### config.mk
export PLATFORM = sky130hd
export DESIGN_NAME = uart_rx_cfg
export DESIGN_NICKNAME = d
export VERILOG_FILES = /design/src/rtl/uart_pkg.sv /design/src/rtl/uart_rx_fifo.sv /design/src/rtl/uart_rx_cfg.sv
export SDC_FILE = /design/constraint.sdc
export NUM_CORES = 1
export LEC_CHECK = 0
export CAP_MARGIN = 40
export CORE_ASPECT_RATIO = 0.9
export CORE_MARGIN = 2
export CORE_UTILIZATION = 40
export CTS_CLUSTER_SIZE = 28
export DETAILED_ROUTE_END_ITERATION = 10
export PLACE_DENSITY = 0.59
export SYNTH_ARGS = -nofsm -noshare
export SYNTH_HDL_FRONTEND = slang
export SYNTH_SLANG_ARGS = --single-unit
### constraint.sdc
create_clock -name UCLK -period 10.05 [get_ports UCLK]
set_clock_uncertainty 0.05 [all_clocks]
set_input_delay 2.01 -clock UCLK [delete_from_list [all_inputs] [get_ports UCLK]]
set_output_delay 2.01 -clock UCLK [all_outputs]
set_load 0.02 [all_outputs]
### src/rtl/uart_pkg.sv
// Shared types and constants for the configurable UART receive path.
package uart_pkg;

    localparam int MIN_DATA_BITS = 5;
    localparam int STATUS_W      = 2;

    typedef enum logic [1:0] {
        PAR_NONE = 2'b00,
        PAR_EVEN = 2'b01,
        PAR_ODD  = 2'b10,
        PAR_RSVD = 2'b11
    } parity_mode_e;

    typedef enum logic [2:0] {
        IDLE,
        START,
        DATA,
        PARITY,
        STOP,
        WAIT_HIGH
    } rx_state_e;

    function automatic logic [3:0] clamp_bits(input logic [3:0] req, input logic [3:0] max_bits);
        if (req < 4'(MIN_DATA_BITS)) return 4'(MIN_DATA_BITS);
        if (req > max_bits) return max_bits;
        return req;
    endfunction

endpackage

### src/rtl/uart_rx_fifo.sv
// First-word-fall-through receive FIFO; head reads as zero while empty.
module uart_rx_fifo #(
    parameter int WIDTH = 10,
    parameter int DEPTH = 16
) (
    input  logic             clk,
    input  logic             reset,
    input  logic             push,
    input  logic [WIDTH-1:0] push_data,
    input  logic             pop,
    output logic [WIDTH-1:0] rd_data,
    output logic             empty,
    output logic             full,
    output logic             drop
);

    localparam int AW = $clog2(DEPTH);
    localparam int CW = AW + 1;

    logic [WIDTH-1:0] mem_q [DEPTH];
    logic [AW-1:0]    wr_ptr_q, wr_ptr_d;
    logic [AW-1:0]    rd_ptr_q, rd_ptr_d;
    logic [CW-1:0]    count_q, count_d;
    logic             do_push, do_pop;

    always_comb begin
        empty    = (count_q == '0);
        full     = (count_q == CW'(DEPTH));
        do_pop   = pop && !empty;
        // A pop in the same cycle frees the slot, so a full FIFO still accepts.
        do_push  = push && (!full || do_pop);
        drop     = push && !do_push;
        wr_ptr_d = do_push ? wr_ptr_q + AW'(1) : wr_ptr_q;
        rd_ptr_d = do_pop ? rd_ptr_q + AW'(1) : rd_ptr_q;
        count_d  = count_q + CW'(do_push) - CW'(do_pop);
        rd_data  = empty ? '0 : mem_q[rd_ptr_q];
    end

    always_ff @(posedge clk) begin
        if (reset) begin
            wr_ptr_q <= '0;
            rd_ptr_q <= '0;
            count_q  <= '0;
        end else begin
            wr_ptr_q <= wr_ptr_d;
            rd_ptr_q <= rd_ptr_d;
            count_q  <= count_d;
        end
    end

    always_ff @(posedge clk) begin
        if (do_push) mem_q[wr_ptr_q] <= push_data;
    end

endmodule

### src/rtl/uart_rx_cfg.sv
// Oversampling UART receiver with runtime frame config, feeding a status-tagged FIFO.
// state     | meaning
// IDLE      | line idle, waiting for a low level
// START     | verifying start bit at its midpoint
// DATA      | sampling data bits LSB first
// PARITY    | sampling and checking the parity bit
// STOP      | sampling one or two stop bits, then pushing the word
// WAIT_HIGH | after a framing error, waiting for the line to return high
module uart_rx_cfg
    import uart_pkg::*;
#(
    parameter int DATA_WIDTH = 8,
    parameter int OVERSAMPLE = 16,
    parameter int FIFO_DEPTH = 16,
    parameter int DIV_WIDTH  = 16
) (
    input  logic                  UCLK,
    input  logic                  reset,
    input  logic                  rx,
    input  logic [DIV_WIDTH-1:0]  divisor,
    input  logic [3:0]            data_bits,
    input  logic [1:0]            parity_mode,
    input  logic                  stop_bits,
    input  logic                  rd_uart,
    input  logic                  clr_overrun,
    output logic [DATA_WIDTH-1:0] R_data,
    output logic [STATUS_W-1:0]   rx_status,
    output logic                  rx_empty,
    output logic                  rx_full,
    output logic                  overrun
);

    localparam int SW = $clog2(OVERSAMPLE);
    localparam int FW = DATA_WIDTH + STATUS_W;
    localparam logic [SW-1:0] S_MID = SW'(OVERSAMPLE / 2 - 1);
    localparam logic [SW-1:0] S_END = SW'(OVERSAMPLE - 1);

    logic                  sync1_q, sync2_q, rxs;
    rx_state_e             state_q, state_d;
    logic [DIV_WIDTH-1:0]  div_q, div_d, tcnt_q, tcnt_d;
    logic [SW-1:0]         samp_q, samp_d;
    logic [3:0]            bit_q, bit_d, nbits_q, nbits_d;
    logic [DATA_WIDTH-1:0] data_q, data_d;
    parity_mode_e          par_q, par_d;
    logic                  stop2_q, stop2_d;
    logic                  perr_q, perr_d, ferr_q, ferr_d;
    logic                  overrun_q, overrun_d;
    logic                  tick, push, drop;
    logic [FW-1:0]         fifo_rd;

    assign rxs = sync2_q;

    always_comb begin
        tick   = (state_q != IDLE) && (div_q != '0) && (tcnt_q == div_q - DIV_WIDTH'(1));
        tcnt_d = (state_q == IDLE || tick) ? '0 : tcnt_q + DIV_WIDTH'(1);
    end

    always_comb begin
        state_d = state_q;
        div_d   = div_q;
        samp_d  = samp_q;
        bit_d   = bit_q;
        nbits_d = nbits_q;
        data_d  = data_q;
        par_d   = par_q;
        stop2_d = stop2_q;
        perr_d  = perr_q;
        ferr_d  = ferr_q;
        push    = 1'b0;
        case (state_q)
            IDLE: if (!rxs) begin
                state_d = START;
                div_d   = divisor;
                samp_d  = '0;
                bit_d   = '0;
                data_d  = '0;
                perr_d  = 1'b0;
                ferr_d  = 1'b0;
                nbits_d = clamp_bits(data_bits, 4'(DATA_WIDTH));
                par_d   = parity_mode_e'(parity_mode);
                stop2_d = stop_bits;
            end
            START: if (tick) begin
                if (samp_q == S_MID) begin
                    samp_d  = '0;
                    bit_d   = '0;
                    state_d = rxs ? IDLE : DATA;
                end else begin
                    samp_d = samp_q + SW'(1);
                end
            end
            DATA: if (tick) begin
                if (samp_q == S_END) begin
                    samp_d = '0;
                    data_d = data_q | (DATA_WIDTH'(rxs) << bit_q);
                    if (bit_q == nbits_q - 4'(1)) begin
                        bit_d   = '0;
                        state_d = (par_q == PAR_EVEN || par_q == PAR_ODD) ? PARITY : STOP;
                    end else begin
                        bit_d = bit_q + 4'(1);
                    end
                end else begin
                    samp_d = samp_q + SW'(1);
                end
            end
            PARITY: if (tick) begin
                if (samp_q == S_END) begin
                    samp_d  = '0;
                    perr_d  = ((^data_q) ^ rxs) != (par_q == PAR_ODD);
                    state_d = STOP;
                end else begin
                    samp_d = samp_q + SW'(1);
                end
            end
            STOP: if (tick) begin
                if (samp_q == S_END) begin
                    samp_d = '0;
                    if (!rxs) ferr_d = 1'b1;
                    if (stop2_q && bit_q == '0) begin
                        bit_d = 4'(1);
                    end else begin
                        push    = 1'b1;
                        state_d = ferr_d ? WAIT_HIGH : IDLE;
                    end
                end else begin
                    samp_d = samp_q + SW'(1);
                end
            end
            WAIT_HIGH: if (rxs) state_d = IDLE;
            default: state_d = IDLE;
        endcase
    end

    // A drop in the same cycle as a clear leaves the flag set.
    always_comb begin
        overrun_d = drop ? 1'b1 : (clr_overrun ? 1'b0 : overrun_q);
    end

    always_ff @(posedge UCLK) begin
        if (reset) begin
            sync1_q   <= 1'b1;
            sync2_q   <= 1'b1;
            state_q   <= IDLE;
            div_q     <= '0;
            tcnt_q    <= '0;
            samp_q    <= '0;
            bit_q     <= '0;
            nbits_q   <= 4'(MIN_DATA_BITS);
            data_q    <= '0;
            par_q     <= PAR_NONE;
            stop2_q   <= 1'b0;
            perr_q    <= 1'b0;
            ferr_q    <= 1'b0;
            overrun_q <= 1'b0;
        end else begin
            sync1_q   <= rx;
            sync2_q   <= sync1_q;
            state_q   <= state_d;
            div_q     <= div_d;
            tcnt_q    <= tcnt_d;
            samp_q    <= samp_d;
            bit_q     <= bit_d;
            nbits_q   <= nbits_d;
            data_q    <= data_d;
            par_q     <= par_d;
            stop2_q   <= stop2_d;
            perr_q    <= perr_d;
            ferr_q    <= ferr_d;
            overrun_q <= overrun_d;
        end
    end

    uart_rx_fifo #(
        .WIDTH (FW),
        .DEPTH (FIFO_DEPTH)
    ) u_fifo (
        .clk       (UCLK),
        .reset     (reset),
        .push      (push),
        .push_data ({data_q, perr_q, ferr_d}),
        .pop       (rd_uart),
        .rd_data   (fifo_rd),
        .empty     (rx_empty),
        .full      (rx_full),
        .drop      (drop)
    );

    assign {R_data, rx_status} = fifo_rd;
    assign overrun = overrun_q;

endmodule
==> implementation parameters <==
Parameter                              Value

Power
  Overall power after layout ... 2372 µW
  Static leakage ... 0.004378 µW
  Total power divided by cell area ... 193.9 nW/µm²
  Worst IR Drop VDD ... 0.1174 mV

Route
  Via-to-Cell Ratio ... 5.319
  Detailed-route via count ... 6457
  Routed WL per cell ... 18.61 µm
  First drt pass iteration count ... 4
  Number of remaining DRC errors ... 0
  Count of antenna-violating nets left after detailed routing ... 0
  Post-detailed-routing wire length ... 22590 µm
  Drt initial violations ... 569

Synth
  EDFF count, synth ... 160
  Primary FF master, synth ... edfxtp_1
  Syn Nets ... 860
  Synth unique cells ... 71
  Proportion of synthesized flip-flops having asynchronous set or reset ... 0%
  Sequential area share after synthesis ... 60.04%
  Average cell area after synthesis ... 13.12 µm²
  Netlist Area Pre-Place ... 10670 µm²
  Synthesis warning total ... 0
  Post-synthesis sequential element count ... 240
  Post-synthesis instance total ... 813

Final layout
  Reg area ... 6409 µm²
  Nets ... 894
  Area of combinational cells with multiple inputs ... 3988 µm²
  Syn-to-layout area delta ... 14.64%
  Number of filler instances in the final layout ... 2304
  Fraction of final layout cells sized beyond drive strength 1 ... 14.20%
  Number of standard cells in the final layout excluding fillers ... 1214
  Diodes inserted ... 0

Floorplanning
  Area of the die ... 28000 µm²
  Io pins ... 41
  Vertical die dimension ... 158.9 µm
  Core footprint ... 26140 µm²
  Die Wd ... 176.2 µm
  Total number of placement rows ... 56
  Starting Density ... 40.82%

Worst setup path
  Path type of the worst setup path ... reg -> out
  Reg-to-reg critical path startpoint ... div_q[0]
  Register-to-Register Path Depth ... 16
  Data arrival time at the worst-slack endpoint ... 3.28 ns
  Slack of the worst reg-to-reg path ... 5.86 ns
  CP required ... 7.99 ns
  End point of the critical path ... R_data[1]
  Crit end category ... output pin
  Crit Path Max Fanout ... 40
  Capturing point of the worst reg2reg path ... u_fifo.count_q[4]
  Kind of start point of the critical path ... flip-flop

Timing
  Headroom to the max-slew limit ... 42.46%
  Final Hold Vio Count ... 0
  Setup total negative slack ... 0 ns
  Unrepaired setup endpoints after global routing ... no
  Setup-failing EPs final ... 0
  Timing-limited maximum frequency ... 187.1 MHz
  Number of slew-limit violations in the final report ... 0
  Least-Margin Pin Slew ... 0.8631 ns
  Post-route minimum period ... 5.345 ns
  Post-route fraction of the period consumed by the critical path ... 53.18%

CTS
  CTS clock-pin slew for the worst setup and hold paths ... 0.06 ns
  Clock tree from TritonCTS ... yes
  CTS H-tree depth ... 1
  Library cell used as clock root buffer ... clkbuf_16
  Clock latency of the later-clocked register in the worst-skew pair ... 0.53 ns
  Clock Path Buffers ... 3
  Post-CTS Repair Setup Buffers ... 0
  Hold-fix buffers at CTS ... 0
  TritonCTS buffer count ... 25
  Clk sink count ... 240
  Number of gates given a new drive strength after cts ... 0

Placement
  Post-detail-place hpwl ... 14330 µm
  Final RePlAce weighted congestion ... 0.8126
  Total instance count after detailed placement ... 1168
  PortBufs ... 40

Global routing
  Global-route congestion overflow total ... 0
  First-pass GRT wire length ... 36090 µm
  Vias in the first global route ... 6392
  Largest net degree at the start of global routing ... 58
  Antenna violations before repair ... 0
  Combined global-route utilization of all metal layers ... 16.44%

Flow run
  Max cap viols ... 0

Worst hold path
  Kind of path behind the tightest hold check ... reg -> reg

Outcome
  Result of the run ... finished, final reports clean
[per-stage QoR]
stage	hold slack (ns)	worst slack, ns	utilization (%)	instance area (µm²)
floorplan	0.3395	5.823	-	10670
global placement	0.3642	5.220	43.49	11370
detailed placement	0.3692	5.171	43.74	11430
CTS	0.3830	4.647	46.80	12230
global route	0.3927	4.546	46.80	12230
finish	0.3744	4.705	46.80	12230
[flip-flops by register name (all words and copies together), names as in the netlist, 2 cells and up, named ones only]
name / count
u_fifo.mem_q: 160
div_q: 16
tcnt_q: 16
data_q: 8
u_fifo.count_q: 5
bit_q: 4
nbits_q: 4
samp_q: 4
u_fifo.rd_ptr_q: 4
u_fifo.wr_ptr_q: 4
state_q: 3
par_q: 2
[how the worst min path moves through the flow]
stage                  from   to  slack, ns  cells past startpoint
floorplan           sync1_q  rxs       0.34                      1
global placement    sync1_q  rxs       0.36                      1
detailed placement  sync1_q  rxs       0.37                      1
CTS                 sync1_q  rxs       0.38                      1
global route        sync1_q  rxs       0.39                      1
finish              sync1_q  rxs       0.37                      1
[report_power, final]
group / switching, µW / internal, µW / total, µW
logic: 215 / 182 / 398
clock network: 378 / 507 / 885
registers: 26.2 / 1060 / 1090
[final cells by class]
cell class,instances,share of cell area [%]
Clock buffer,35,5.923
Clock inverter,11,0.6138
Inverter,27,0.8286
Multi-Input combinational cell,504,32.60
Sequential cell,240,52.40
Tap cell,348,3.560
Timing Repair Buffer,49,4.072
[per-layer routing]
layer  up-vias  part of all wire, %  global-route usage, %
met5         -                    0                      0
met4         0                  1.9                  3.418
met3        32                  5.0                  2.579
met2       170                   45                  25.58
met1      3151                   48                  24.49
li1       3104                    -                      -
[Yosys cell counts (all sizes together), types with 2 or more instances]
cell,number,area [µm²]
inv,27,101.4
ha,18,225.2
a31o,3,26.28
mux4,50,1126
nor2b,21,131.4
xnor2,31,271.5
dfxtp,80,1602
nand4,17,106.4
o21ai,20,100.1
nor3b,2,15.01
nor4b,4,35.03
and4b,2,20.02
or2,4,25.02
or4,2,15.01
o31ai,5,37.54
nor2,57,214.0
nor3,11,55.05
clkbuf,29,108.9
a22oi,2,15.01
a31oi,4,25.02
or3,9,61.31
nor4,7,71.31
and3,22,137.6
buf,13,77.57
a21oi,38,190.2
or3b,3,28.78
and4,5,46.29
nand3,13,65.06
a41oi,2,17.52
o41ai,2,17.52
o311ai,2,17.52
mux2i,5,50.05
nand2b,4,25.02
a21o,3,22.52
xor2,21,183.9
nand3b,4,30.03
edfxtp,160,4805
nand2,81,304.0
o22ai,2,12.51
o21a,2,15.01
a211oi,2,15.01
and2,4,25.02
[worst max-delay path: stages (launching register included)]
cell and delay, ns:
dfxtp_2 0.31, buf_4 0.60, mux4_2 0.59, mux4_2 0.49, nor2b_1 0.18, clkdlybuf4s50_1 0.54
[cell families (layout without fill, tap and decap cells)]
kind of cell,after synthesis,after routing,synth area share (%)
compound gates,101,101,5.981
xor+xnor,52,52,4.269
fa+ha+maj,19,19,2.299
buf+inv,69,122,2.697
flops,240,240,60.04
mux,56,56,11.13
simple gates,276,276,13.58
[layout by cell type, fill, tap and decap left out, drive strengths merged, types with 13 or more instances in the layout]
cell type and instances:
a21oi 38, mux4 50, nor2 57, inv 28, nand3 13, xor2 21
xnor2 31, edfxtp 160, clkdlybuf4s50 39, nand4 17, nand2 81, nor2b 21
and3 22, clkbuf 35, o21ai 20, dfxtp 80, ha 18
(Power assumes the default switching activity.)
